**src/rtl/dmem_arb_pkg.sv**
```systemverilog
// Shared types and default constants for the two-port DMEM arbiter.
// Also holds the address range helper used by the top.
package dmem_arb_pkg;

    localparam int unsigned MEM_BYTES_DEF  = 32'd4096;
    localparam int unsigned WAIT_LIMIT_DEF = 32'd4;
    localparam int unsigned LOCK_MAX_DEF   = 32'd8;

    typedef enum logic [0:0] {
        ARB   = 1'b0,
        LOCK1 = 1'b1
    } arb_state_e;

    typedef enum logic [1:0] {
        SEL_NONE = 2'd0,
        SEL_M0   = 2'd1,
        SEL_M1   = 2'd2
    } port_sel_e;

    function automatic logic addr_in_range(input logic [31:0] addr, input logic [31:0] limit);
        return (addr < limit);
    endfunction

endpackage

```
**src/rtl/dmem_arb_resp.sv**
```systemverilog
// Per-port response register: a grant turns into a one-cycle rvalid pulse
// with read data (reads in range only) and an out-of-range error flag.
module dmem_arb_resp (
    input  logic        clk,
    input  logic        rst_n,
    input  logic        gnt_i,
    input  logic        we_i,
    input  logic        in_range_i,
    input  logic [31:0] read_data_i,
    output logic        rvalid_o,
    output logic [31:0] rdata_o,
    output logic        err_o
);

    logic        rvalid_q, rvalid_d;
    logic        err_q, err_d;
    logic [31:0] rdata_q, rdata_d;

    // Next response: data only for in-range reads, zero otherwise
    always_comb begin
        rvalid_d = gnt_i;
        err_d    = 1'b0;
        rdata_d  = 32'h0000_0000;
        if (gnt_i) begin
            err_d = ~in_range_i;
            if (!we_i && in_range_i) begin
                rdata_d = read_data_i;
            end else begin
                rdata_d = 32'h0000_0000;
            end
        end else begin
            err_d   = 1'b0;
            rdata_d = 32'h0000_0000;
        end
    end

    // Response register
    always_ff @(posedge clk or negedge rst_n) begin
        if (!rst_n) begin
            rvalid_q <= 1'b0;
            err_q    <= 1'b0;
            rdata_q  <= 32'h0000_0000;
        end else begin
            rvalid_q <= rvalid_d;
            err_q    <= err_d;
            rdata_q  <= rdata_d;
        end
    end

    assign rvalid_o = rvalid_q;
    assign rdata_o  = rdata_q;
    assign err_o    = err_q;

endmodule

```
**src/rtl/dmem_arbiter.sv**
```systemverilog
// Arbitrates the single-port DMEM between the CPU (m0) and a burst loader (m1),
// with starvation protection and a bounded lock tenure for m1.
module dmem_arbiter
    import dmem_arb_pkg::*;
#(
    parameter int unsigned MEM_BYTES  = MEM_BYTES_DEF,
    parameter int unsigned WAIT_LIMIT = WAIT_LIMIT_DEF,
    parameter int unsigned LOCK_MAX   = LOCK_MAX_DEF
) (
    input  logic        clk,
    input  logic        rst_n,
    input  logic        m0_req,
    input  logic        m0_we,
    input  logic [31:0] m0_addr,
    input  logic [31:0] m0_wdata,
    output logic        m0_gnt,
    output logic        m0_rvalid,
    output logic [31:0] m0_rdata,
    output logic        m0_err,
    input  logic        m1_req,
    input  logic        m1_we,
    input  logic [31:0] m1_addr,
    input  logic [31:0] m1_wdata,
    output logic        m1_gnt,
    output logic        m1_rvalid,
    output logic [31:0] m1_rdata,
    output logic        m1_err,
    input  logic        m1_lock,
    output logic [31:0] dmem_address,
    output logic [31:0] dmem_write_data,
    output logic        dmem_MemRW,
    input  logic [31:0] dmem_read_data
);

    localparam int unsigned SW = $clog2(WAIT_LIMIT + 1);
    localparam int unsigned LW = $clog2(LOCK_MAX + 1);
    localparam logic [31:0]   MEM_LIMIT_C  = 32'(MEM_BYTES);
    localparam logic [SW-1:0] WAIT_LIM_C   = SW'(WAIT_LIMIT);
    localparam logic [LW-1:0] LOCK_LIM_C   = LW'(LOCK_MAX);

    arb_state_e    state_q, state_d;
    logic [SW-1:0] starve_cnt_q, starve_cnt_d;
    logic [LW-1:0] lock_cnt_q, lock_cnt_d;
    port_sel_e     sel_s;
    logic          m0_in_range_s;
    logic          m1_in_range_s;

    assign m0_in_range_s = addr_in_range(m0_addr, MEM_LIMIT_C);
    assign m1_in_range_s = addr_in_range(m1_addr, MEM_LIMIT_C);

    // Grant selection: m0 has priority in ARB unless m1 has waited too long
    always_comb begin
        sel_s = SEL_NONE;
        case (state_q)
            ARB: begin
                if (m0_req && m1_req) begin
                    if (starve_cnt_q >= WAIT_LIM_C) begin
                        sel_s = SEL_M1;
                    end else begin
                        sel_s = SEL_M0;
                    end
                end else if (m0_req) begin
                    sel_s = SEL_M0;
                end else if (m1_req) begin
                    sel_s = SEL_M1;
                end else begin
                    sel_s = SEL_NONE;
                end
            end
            LOCK1: begin
                if (m1_req) begin
                    sel_s = SEL_M1;
                end else begin
                    sel_s = SEL_NONE;
                end
            end
            default: sel_s = SEL_NONE;
        endcase
    end

    // Next state, starvation counter and lock tenure counter
    always_comb begin
        state_d      = state_q;
        starve_cnt_d = starve_cnt_q;
        lock_cnt_d   = lock_cnt_q;

        if (m1_req && (sel_s != SEL_M1)) begin
            if (starve_cnt_q >= WAIT_LIM_C) begin
                starve_cnt_d = WAIT_LIM_C;
            end else begin
                starve_cnt_d = starve_cnt_q + SW'(1);
            end
        end else begin
            starve_cnt_d = '0;
        end

        case (state_q)
            ARB: begin
                if ((sel_s == SEL_M1) && m1_lock) begin
                    state_d    = LOCK1;
                    lock_cnt_d = LW'(1);
                end else begin
                    state_d    = ARB;
                    lock_cnt_d = '0;
                end
            end
            LOCK1: begin
                // The access carrying lock=0 is the last one of the tenure
                if (!m1_lock || ((sel_s == SEL_M1) && ((lock_cnt_q + LW'(1)) >= LOCK_LIM_C))) begin
                    state_d      = ARB;
                    lock_cnt_d   = '0;
                    starve_cnt_d = '0;
                end else if (sel_s == SEL_M1) begin
                    state_d    = LOCK1;
                    lock_cnt_d = lock_cnt_q + LW'(1);
                end else begin
                    state_d    = LOCK1;
                    lock_cnt_d = lock_cnt_q;
                end
            end
            default: begin
                state_d      = ARB;
                lock_cnt_d   = '0;
                starve_cnt_d = '0;
            end
        endcase
    end

    // Arbiter state registers
    always_ff @(posedge clk or negedge rst_n) begin
        if (!rst_n) begin
            state_q      <= ARB;
            starve_cnt_q <= '0;
            lock_cnt_q   <= '0;
        end else begin
            state_q      <= state_d;
            starve_cnt_q <= starve_cnt_d;
            lock_cnt_q   <= lock_cnt_d;
        end
    end

    // DMEM mux; out-of-range writes are suppressed at MemRW
    always_comb begin
        m0_gnt          = 1'b0;
        m1_gnt          = 1'b0;
        dmem_address    = 32'h0000_0000;
        dmem_write_data = 32'h0000_0000;
        dmem_MemRW      = 1'b0;
        case (sel_s)
            SEL_M0: begin
                m0_gnt          = 1'b1;
                dmem_address    = m0_addr;
                dmem_write_data = m0_wdata;
                dmem_MemRW      = m0_we & m0_in_range_s;
            end
            SEL_M1: begin
                m1_gnt          = 1'b1;
                dmem_address    = m1_addr;
                dmem_write_data = m1_wdata;
                dmem_MemRW      = m1_we & m1_in_range_s;
            end
            default: begin
                m0_gnt          = 1'b0;
                m1_gnt          = 1'b0;
                dmem_address    = 32'h0000_0000;
                dmem_write_data = 32'h0000_0000;
                dmem_MemRW      = 1'b0;
            end
        endcase
    end

    dmem_arb_resp u_m0_resp (
        .clk         (clk),
        .rst_n       (rst_n),
        .gnt_i       (m0_gnt),
        .we_i        (m0_we),
        .in_range_i  (m0_in_range_s),
        .read_data_i (dmem_read_data),
        .rvalid_o    (m0_rvalid),
        .rdata_o     (m0_rdata),
        .err_o       (m0_err)
    );

    dmem_arb_resp u_m1_resp (
        .clk         (clk),
        .rst_n       (rst_n),
        .gnt_i       (m1_gnt),
        .we_i        (m1_we),
        .in_range_i  (m1_in_range_s),
        .read_data_i (dmem_read_data),
        .rvalid_o    (m1_rvalid),
        .rdata_o     (m1_rdata),
        .err_o       (m1_err)
    );

endmodule

```
**config.mk**
```make
export PLATFORM = sky130hd
export DESIGN_NAME = dmem_arbiter
export DESIGN_NICKNAME = d
export VERILOG_FILES = /design/src/rtl/dmem_arb_pkg.sv /design/src/rtl/dmem_arb_resp.sv /design/src/rtl/dmem_arbiter.sv
export SDC_FILE = /design/constraint.sdc
export NUM_CORES = 1
export LEC_CHECK = 0
export ABC_AREA = 0
export CAP_MARGIN = 10
export CORE_MARGIN = 1.5
export CORE_UTILIZATION = 27
export DETAILED_ROUTE_END_ITERATION = 7
export PLACE_DENSITY = 0.71
export SKIP_LAST_GASP = 1
export SYNTH_ARGS = -nofsm -noshare
export SYNTH_HDL_FRONTEND = slang
export SYNTH_SLANG_ARGS = --single-unit
```
**constraint.sdc**
```tcl
create_clock -name clk -period 2.3 [get_ports clk]
set_clock_uncertainty 0.15 [all_clocks]
set_input_delay 0.345 -clock clk [delete_from_list [all_inputs] [get_ports clk]]
set_output_delay 0.345 -clock clk [all_outputs]
set_load 0.01 [all_outputs]
```
-- Word-level counts from Yosys, hierarchy flattened
Cells that the tools add are included.
- bits in registers: 76
- input bits: 167
- output and inout port bits: 135
- word-level logic and storage cells: 61
- $add $sub $neg: 2
- magnitude comparators: 4
- equal/unequal tests: 4
- muxes and demuxes: 27
- bitwise operators: 5
- reductions and logical operators: 10
- operator list (operator ; number):
    2-to-1 mux 32 bit ; 4
    one-hot mux 32 bit (2 select lines) ; 2
    less-than comparator 32 x 13 -> 1 bit (second input constant) ; 2
    2-to-1 mux 3 bit ; 4
    2-to-1 mux 2 bit ; 4
    2-to-1 mux 4 bit ; 2
    one-hot mux 4 bit (2 select lines) ; 1
    2-to-1 mux 1 bit ; 7
    logical AND 1 bit ; 6
    adder 4 x 1 -> 4 bit (second input constant) ; 1
    greater-or-equal comparator 4 bit (second input constant) ; 1
    one-hot mux 1 bit (2 select lines) ; 2
    one-hot mux 2 bit (2 select lines) ; 1
    adder 3 x 1 -> 3 bit (second input constant) ; 1
    greater-or-equal comparator 3 bit (second input constant) ; 1
    zero test 1 bit ; 3
    != test 3 x 1 -> 1 bit (second input constant) ; 1
    inverter 1 bit ; 3
    AND 1 bit ; 2
    == test 2 x 1 -> 1 bit (second input constant) ; 1
    == test 2 bit (second input constant) ; 1
    != test 2 bit (second input constant) ; 1
    logical OR 1 bit ; 1

-- Longest topological paths before layout
Gate-level depths: netlist of the first run.
- depth in word-level cells: 9
- mapped depth: 9

-- Hierarchy
Synthesis of the first run repeated with hierarchy kept, for this count alone.
- cells, all modules: 365
- area, all modules: 3862.5 µm²
- modules (own cells, without submodules) (module ; instances ; cells an instance ; area an instance (µm²) ; seq. area each (µm²)):
    dmem_arb_resp ; 2 ; 76 ; 1232.4 ; 850.8
    dmem_arbiter ; 1 ; 213 ; 1397.6 ; 200.2

-- Worst setup path before layout of the first run
OpenSTA, ideal clock, no wires.
- kind: register -> output
- from: register state_q
- to: output port dmem_address[11]
- arrival time: 1951 ps
- required time: 1805 ps
- slack: -146 ps
- cell stages (with the launch flop): 10
- path buffers: 3
- path through: dfrtp_1 -> nand2b_1 -> o21a_1 -> inv_1 -> ha_1 -> buf_2 -> clkbuf_1 -> clkbuf_1 -> a22oi_1 -> nor2_1
- word-level cells in the longest chain between the ends: 4
- elaborated cells between the ends (all ways): 5
- RTL lines (what ; RTL line ; source):
    start, declared ; dmem_arbiter.sv:41 ; arb_state_e state_q, state_d;
    start signal, assigned ; dmem_arbiter.sv:136 ; state_q <= state_d;
    inverter 1 bit ; -- ;
    one-hot mux 2 bit (2 select lines) (*) ; dmem_arbiter.sv:54 ; case (state_q)
    == test 2 bit or == test 2 x 1 -> 1 bit (tied branches) ; dmem_arbiter.sv:149 ; case (sel_s)
    one-hot mux 32 bit (2 select lines) (*) ; dmem_arbiter.sv:149 ;
    end, declared ; dmem_arbiter.sv:29 ; output logic [31:0] dmem_address,
Every way passes the cells marked *; elsewhere a longest branch is shown, timed or not.

-- Worst setup path after layout of the first run
- from: register state_q
- to: output port dmem_address[2]
Same word-level chain as after synthesis.

==> results.md, run 1 <==
- Status: finished, violations left
- Failing checks: setup timing
- CTS tree: done
- Routed Antenna Nets: 0
- Most used cell, CP: buf_12
- Die area: 0.0153 sq mm
- WP data required: 1.80 ns
- I/O Buffers: 301
- Top cells by area, synth: dfrtp_1 (48%), a22oi_1 (12%), and4b_1 (8.1%), nor3_2 (7.1%), nor2_1 (6.8%)
- Top-count cell post-synth: dfrtp_1
- Routed len/inst: 18.7 microns
- PwrDens: 472 mW/mm^2
- Synth cell count leaders: dfrtp_1 (76), nor2_1 (71), a22oi_1 (64)
- # DRC: 0
- Async SR Flop Fraction: 100%
- Largest area contributor in the netlist: dfrtp_1
- Detailed-route vias per instance: 5.03
- YS warnings: 0
- Num rows: 43
- Clk slew on worst S/H paths: 0.05 ns
- Initial antenna violation count: 3
- Max_cap viols: 0
- Initial core utilization: 28.1%
- Post-synth EDFFs: 0
- Top cell type's share of synthesized area: 48.3%
- Detail Placement HPWL: 12300 microns
- GRT overflow: 0
- Total Routing Usage GR: 21.8%
- Max-Slew Margin vs Limit: 65.3%
- Mapped Avg Cell Area: 9.85 sq um
- Reg2reg setup slack: 0.18 ns
- Post-synth net total: 572
- Tot Pwr: 3.90 mW
- Core Footprint: 0.0140 sq mm
- #FFs+latches synth: 76
- Hold Worst Slack: 0.281 ns
- Tcrit/Tclk final: 114%
- First-pass GRT wire length: 25300 microns
- Max Fanout on Critical Path: 11
- RSZ-0062 raised after global routing: yes
- Vias: 4769
- Area growth syn-to-layout: 110%
- Crit end category: output pin
- Startpoint class of the critical path: register
- Vias in the first global route: 4753
- Final setup margin: -0.317 ns
- Worst IR drop on VDD: 0.000277 V
- Die Y: 124 microns
- Sequential share of the synthesized area: 48.3%
- H-tree Lvls: 3
- Yosys cell types: 32
- Worst-path cell chain: nand2b_4, o21a_1, buf_6, ha_4, buf_12, buf_12, buf_4, a22oi_2, nor2_1, clkbuf_2
- Drt initial violations: 257
- Path type of the worst min-delay path: in2async
- Worst-Margin Slew: 0.520 ns
- Root buffer cell: clkbuf_16
- Wirelength, routed: 17800 microns
- First-pass detailed-route iteration total: 5
- Final setup violation count: 65
- Mapped Area: 0.00394 sq mm
- Post-Syn Instances: 400
- Slowest CP cell: dfrtp_1
- GPL Wtd Cong: 0.892
- # nets final: 934
- Final Hold Fails: 0
- Sink Count: 76
- Pins Over Slew Limit: 0
- WP data arrival: 2.12 ns
- Max frequency: 0.382 GHz
- Lkg Pwr: 3.58 nW
- Die X: 124 microns
- Prevailing post-synth register cell: dfrtp_1
- Num CTS Buffers: 9
- Longest Clk Path Bufs: 2
- Post-layout minimum cycle time: 2.62 ns
- Worst-Skew Late Latency: 0.33 ns
- Share of layout cells above drive strength 1: 35.8%
- IO Count: 302
- Maximum number of pins on one net before global-route repair: 61
- Setup CP Type: reg2out
- Critical path's largest stage delay: 0.39 ns
## registers in the layout (all words and copies together), names as in the netlist
signal,cells
u_m1_resp.err_o,1
u_m0_resp.err_o,1
u_m0_resp.rdata_o,32
state_q,1
starve_cnt_q,3
lock_cnt_q,4
u_m1_resp.rdata_o,32
u_m0_resp.rvalid_o,1
u_m1_resp.rvalid_o,1
## final timing paths
check | startpoint | end | cells after the start
worst max-delay path | state_q$_DFF_PN0_ | dmem_address[2] | 10
worst min-delay path | rst_n | u_m1_resp.rdata_o[4]$_DFF_PN0_ | 2
worst max register to register | state_q$_DFF_PN0_ | starve_cnt_q[1]$_DFF_PN0_ | 8
worst min register to register | starve_cnt_q[0]$_DFF_PN0_ | starve_cnt_q[0]$_DFF_PN0_ | 1
max in group asynchronous | rst_n | u_m1_resp.rdata_o[30]$_DFF_PN0_ | 3
min in group clk | starve_cnt_q[0]$_DFF_PN0_ | starve_cnt_q[0]$_DFF_PN0_ | 1
## metal layers
metal  share of wire [%]  wire [microns]  vias to the layer above  track usage (%)
li1                    -               -                     2165                -
met1                  38            6680                     2301             25.1
met2                  51            9110                      253             38.2
met3                 6.8            1210                       50             4.85
met4                 4.3             770                        0             10.9
met5                   0               0                        -                0
## stage by stage
step           setup WS (ns)  TNS [ns]  utilization, %  cells  cell area, sq um
4_1_cts               -0.304    -15.48            57.1    932              8020
3_3_place_gp          -0.622    -41.59            53.3    893              7490
2_1_floorplan        -0.0178    -0.827               -    400              3950
3_5_place_dp          -0.623    -42.00            53.3    893              7490
5_1_grt               -0.412    -20.35            58.9    948              8270
6_report              -0.317    -13.82            58.9    948              8270
## power by group
part / internal, mW / switching, mW / total, mW
registers: 1.35 / 0.00835 / 1.36
clock network: 0.741 / 0.490 / 1.23
logic: 0.720 / 0.592 / 1.31
total: 2.81 / 1.09 / 3.90
## area by class of cell
class                      instances  area [sq um]
fill                            1124          5770
timing repair buffer             395          3690
multi-input combinational        276          2170
sequential                        76          1900
clock buffer                      11           243
tap                              180           225
clock inverter                     3          15.0
inverter                           4          15.0
antenna                            3          7.51
## logic make-up after synthesis
group	Yosys count	share of synthesized area, %
and+or+nand+nor	197	30.4
DFF	76	48.3
AOI/OAI and AO/OA	69	13.2
buffers and inverters	48	5.46
adders and majority gates	5	1.59
xor gates and xnor gates	4	0.889
muxes	1	0.254
## critical path, delay by kind of cell, from the launching register on
| kind | cells | cell delay, ns |
|---|---|---|
| compound gates | 2 | 0.33 |
| fa+ha+maj | 1 | 0.16 |
| buf+inv | 5 | 0.69 |
| flops | 1 | 0.39 |
| simple gates | 2 | 0.22 |
## what timing repair did
item,4_1_cts,5_1_grt
endpoints found under the setup margin,67,67
buffers inserted,18,13
hold endpoints to repair,16,0
hold buffers,1,0
gates cloned,6,2
gates resized for setup,192,138
pin swaps,9,16
## layout by cell type (no fill, tap or decap), drive strengths merged, types with 2 or more instances in the layout
cell	instances
clkinv	3
a22oi	64
clkbuf	48
nand4	2
buf	124
nor4	10
dlygate4sd2	2
diode	3
nand2	37
a21o	2
dfrtp	76
nor3	32
clkdlybuf4s50	230
inv	4
nand3b	3
and4b	32
nand3	3
nor2	72
nand2b	2
xor2	2
ha	5
xnor2	2
No activity file was read; power rests on OpenSTA's default activity.
==> inputs of run 2 (changes only) <==
--- a/config.mk
+++ b/config.mk
@@ -9,8 +9,10 @@
 export CAP_MARGIN = 10
 export CORE_MARGIN = 1.5
 export CORE_UTILIZATION = 27
+export CTS_CLUSTER_SIZE = 30
 export DETAILED_ROUTE_END_ITERATION = 7
 export PLACE_DENSITY = 0.71
+export SKIP_CTS_REPAIR_TIMING = 1
 export SKIP_LAST_GASP = 1
 export SYNTH_ARGS = -nofsm -noshare
 export SYNTH_HDL_FRONTEND = slang
==> run 2 against run 1 <==
Effect of this change: the run still ends with setup timing left; cell count down 2.5%; first-iteration DRC count shrank 9.3%; final area is 1.3% lower; global-route usage is 1.4 points lower; worst hold slack better by 0.00087 ns; non-clock buffer count fell by 22.
==> results.md, run 2 (synthesis gave the netlist of run 1 again) <==
- Sink Count: 76 (unchanged)
- # nets final: 912 (was 934)
- Max_cap viols: 0 (unchanged)
- Post-Layout Cell Count: 924 (was 948)
- Clock power frac: 32.5% (was 31.5%)
- Reg2reg setup slack: 0.26 ns (was 0.18 ns)
- RSZ-0062 raised after global routing: yes (unchanged)
- # DRC: 0 (unchanged)
- RR Endpoint: lock_cnt_q[0]$_DFFE_PN0P_ (was starve_cnt_q[1]$_DFF_PN0_)
- Most frequent cells in the layout: clkdlybuf4s50_1 (230), dfrtp_1 (76), nor2_1 (70), buf_4 (53), dlymetal6s2s_1 (50) (was clkdlybuf4s50_1 (230), dfrtp_1 (76), nor2_1 (70), buf_4 (61), a22oi_2 (60))
- Pins Over Slew Limit: 0 (unchanged)
- Register share of total power: 35.8% (was 34.9%)
- Worst-Margin Slew: 0.514 ns (was 0.520 ns)
- Die Y: 124 microns (unchanged)
- Worst-path cell chain: nand2b_4, o21a_1, buf_6, ha_4, buf_12, a22oi_1, nor2_1, dlymetal6s2s_1 (was nand2b_4, o21a_1, buf_6, ha_4, buf_12, buf_12, buf_4, a22oi_2, nor2_1, clkbuf_2)
- Initial antenna violation count: 1 (was 3)
- Num rows: 43 (unchanged)
- Most common cell after layout, fill and taps aside: clkdlybuf4s50_1 (unchanged)
- First-pass detailed-route iteration total: 4 (was 5)
- WP data required: 1.80 ns (about the same)
- Vias in the first global route: 4444 (was 4753)
- Core Footprint: 0.0140 sq mm (unchanged)
- Failing checks: setup timing (unchanged)
- Reg area: 0.00190 sq mm (unchanged)
- Layout fillers: 1133 (was 1124)
- Routed len/inst: 18.3 microns (was 18.7 microns)
- Design area: 0.00816 sq mm (was 0.00827 sq mm)
- Setup CP Type: reg2out (unchanged)
- Max Fanout on Critical Path: 23 (was 11)
- Highest metal used: met4 (unchanged)
- Maximum number of pins on one net before global-route repair: 61 (unchanged)
- Startpoint class of the critical path: register (unchanged)
- Status: finished, violations left (unchanged)
- Final setup margin: -0.192 ns (was -0.317 ns)
- Placed inst area: 0.00749 sq mm (unchanged)
- WP data arrival: 2.00 ns (was 2.12 ns)
- Sw Ratio: 27.2% (was 27.9%)
- Area growth syn-to-layout: 107% (was 110%)
- Root buffer cell: clkbuf_16 (unchanged)
- Initial core utilization: 28.1% (unchanged)
- Lkg Pwr: 4.17 nW (was 3.58 nW)
- Wl on met1: 6430 microns (was 6680 microns)
- Worst-Skew Late Latency: 0.33 ns (about the same)
- Post-layout minimum cycle time: 2.49 ns (was 2.62 ns)
- Longest Clk Path Bufs: 2 (unchanged)
- Routed Antenna Nets: 0 (unchanged)
- Worst IR drop on VDD: 0.000276 V (was 0.000277 V)
- Tcrit/Tclk final: 108% (was 114%)
- Wirelength, routed: 16900 microns (was 17800 microns)
- IO Count: 302 (unchanged)
- Critical path's largest stage delay: 0.37 ns (was 0.39 ns)
- Final Hold Fails: 0 (unchanged)
- Vias: 4541 (was 4769)
- Detail Placement HPWL: 12300 microns (unchanged)
- CTS tree: done (unchanged)
- Multi-input gate area: 0.00202 sq mm (was 0.00217 sq mm)
- Max-Slew Margin vs Limit: 65.8% (was 65.3%)
- Die X: 124 microns (unchanged)
- Max frequency: 0.401 GHz (was 0.382 GHz)
- Share of layout cells above drive strength 1: 23.3% (was 35.8%)
- GRT overflow: 0 (unchanged)
- Cells after DPL: 893 (unchanged)
- Internal power: 2.76 mW (was 2.81 mW)
- Final setup violation count: 65 (unchanged)
- WL met3: 1230 microns (was 1210 microns)
- Total Routing Usage GR: 20.4% (was 21.8%)
- Die area: 0.0153 sq mm (unchanged)
- GPL Wtd Cong: 0.892 (unchanged)
- Switch Pwr: 1.03 mW (was 1.09 mW)
- Slowest CP cell: dfrtp_1 (unchanged)
- Path type of the worst min-delay path: in2async (unchanged)
- Detailed-route vias per instance: 4.91 (was 5.03)
- Metal2 WL: 8830 microns (was 9110 microns)
- Num CTS Buffers: 9 (unchanged)
- First-pass GRT wire length: 23700 microns (was 25300 microns)
- Reg2reg start: state_q$_DFF_PN0_ (unchanged)
- Drt initial violations: 233 (was 257)
- PwrDens: 465 mW/mm^2 (was 472 mW/mm^2)
- Crit end category: output pin (unchanged)
- Comb pwr share: 31.7% (was 33.6%)
- Clk slew on worst S/H paths: 0.05 ns (about the same)
- I/O Buffers: 301 (unchanged)
- Reg2Reg Depth: 7 (was 8)
- H-tree Lvls: 3 (unchanged)
run 2: cell types whose count changed in the layout (fill, tap and decap cells not counted), sizes merged:
cell and delta:
dlymetal6s2s +50, buf -40, clkbuf -29, diode -2, dlygate4sd2 -2, clkdlybuf4s15 -1
run 2: how the worst max path moves through the flow:
stage	slack, ns	from	end	cells after the start
6_report	-0.19	state_q$_DFF_PN0_	dmem_address[20]	8
5_1_grt	-0.29	state_q$_DFF_PN0_	dmem_address[20]	8
4_1_cts	-0.64	m0_req	dmem_write_data[28]	9
3_5_place_dp	-0.62	m0_req	dmem_write_data[28]	9
3_3_place_gp	-0.62	m0_req	dmem_write_data[16]	9
2_1_floorplan	-0.02	m1_req	dmem_address[0]	7
run 2: final cells by class:
type | instances | area share (%)
antenna | 1 | 0.0307
clock buffer | 11 | 2.97
clock inverter | 3 | 0.184
inverter | 4 | 0.184
multi-input combinational | 276 | 24.7
sequential | 76 | 23.3
tap | 180 | 2.76
timing repair buffer | 373 | 45.9
run 2: worst max-delay path: cells and delay by family (launching register included):
kind,cells,cell delay [ns]
AO/OA/AOI/OAI,2,0.39
flip-flops,1,0.37
adder cells (fa/ha/maj),1,0.21
AND/OR/NAND/NOR,2,0.21
buffers and inverters,3,0.49
run 2: through the flow:
| step | util [%] | TNS, ns | worst slack, ns | hold slack, ns | power (mW) |
|---|---|---|---|---|---|
| 2_1_floorplan | - | -0.827 | -0.0178 | -0.101 | 1.76 |
| 3_3_place_gp | 53.3 | -41.59 | -0.622 | 0.0722 | 2.48 |
| 3_5_place_dp | 53.3 | -42.00 | -0.623 | 0.0788 | 2.49 |
| 4_1_cts | 55.2 | -37.70 | -0.636 | -0.276 | 3.74 |
| 5_1_grt | 58.1 | -15.44 | -0.295 | 0.295 | 3.97 |
| 6_report | 58.1 | -9.56 | -0.192 | 0.281 | 3.80 |
run 2: power by group through the flow:
stage	logic, mW	clock network, mW	registers (mW)
CTS	1.11	1.26	1.36
global placement	1.10	0	1.38
detailed placement	1.10	0	1.38
floorplan	0.371	0	1.39
finish	1.20	1.23	1.36
global route	1.28	1.33	1.36
run 2: layer usage:
layer  vias to the layer above  track usage [%]
met5                         -                0
li1                       2112                -
met1                      2183             23.8
met2                       217             35.7
met4                         0             7.83
met3                        29             5.40
==> inputs of run 3 (changes only) <==
--- a/config.mk
+++ b/config.mk
@@ -11,6 +11,7 @@
 export CORE_UTILIZATION = 27
 export CTS_CLUSTER_SIZE = 30
 export DETAILED_ROUTE_END_ITERATION = 7
+export GPL_ROUTABILITY_DRIVEN = 0
 export PLACE_DENSITY = 0.71
 export SKIP_CTS_REPAIR_TIMING = 1
 export SKIP_LAST_GASP = 1
==> results of run 3 <==
No change in the layout: final DEF, timing and power equal those of run 2.
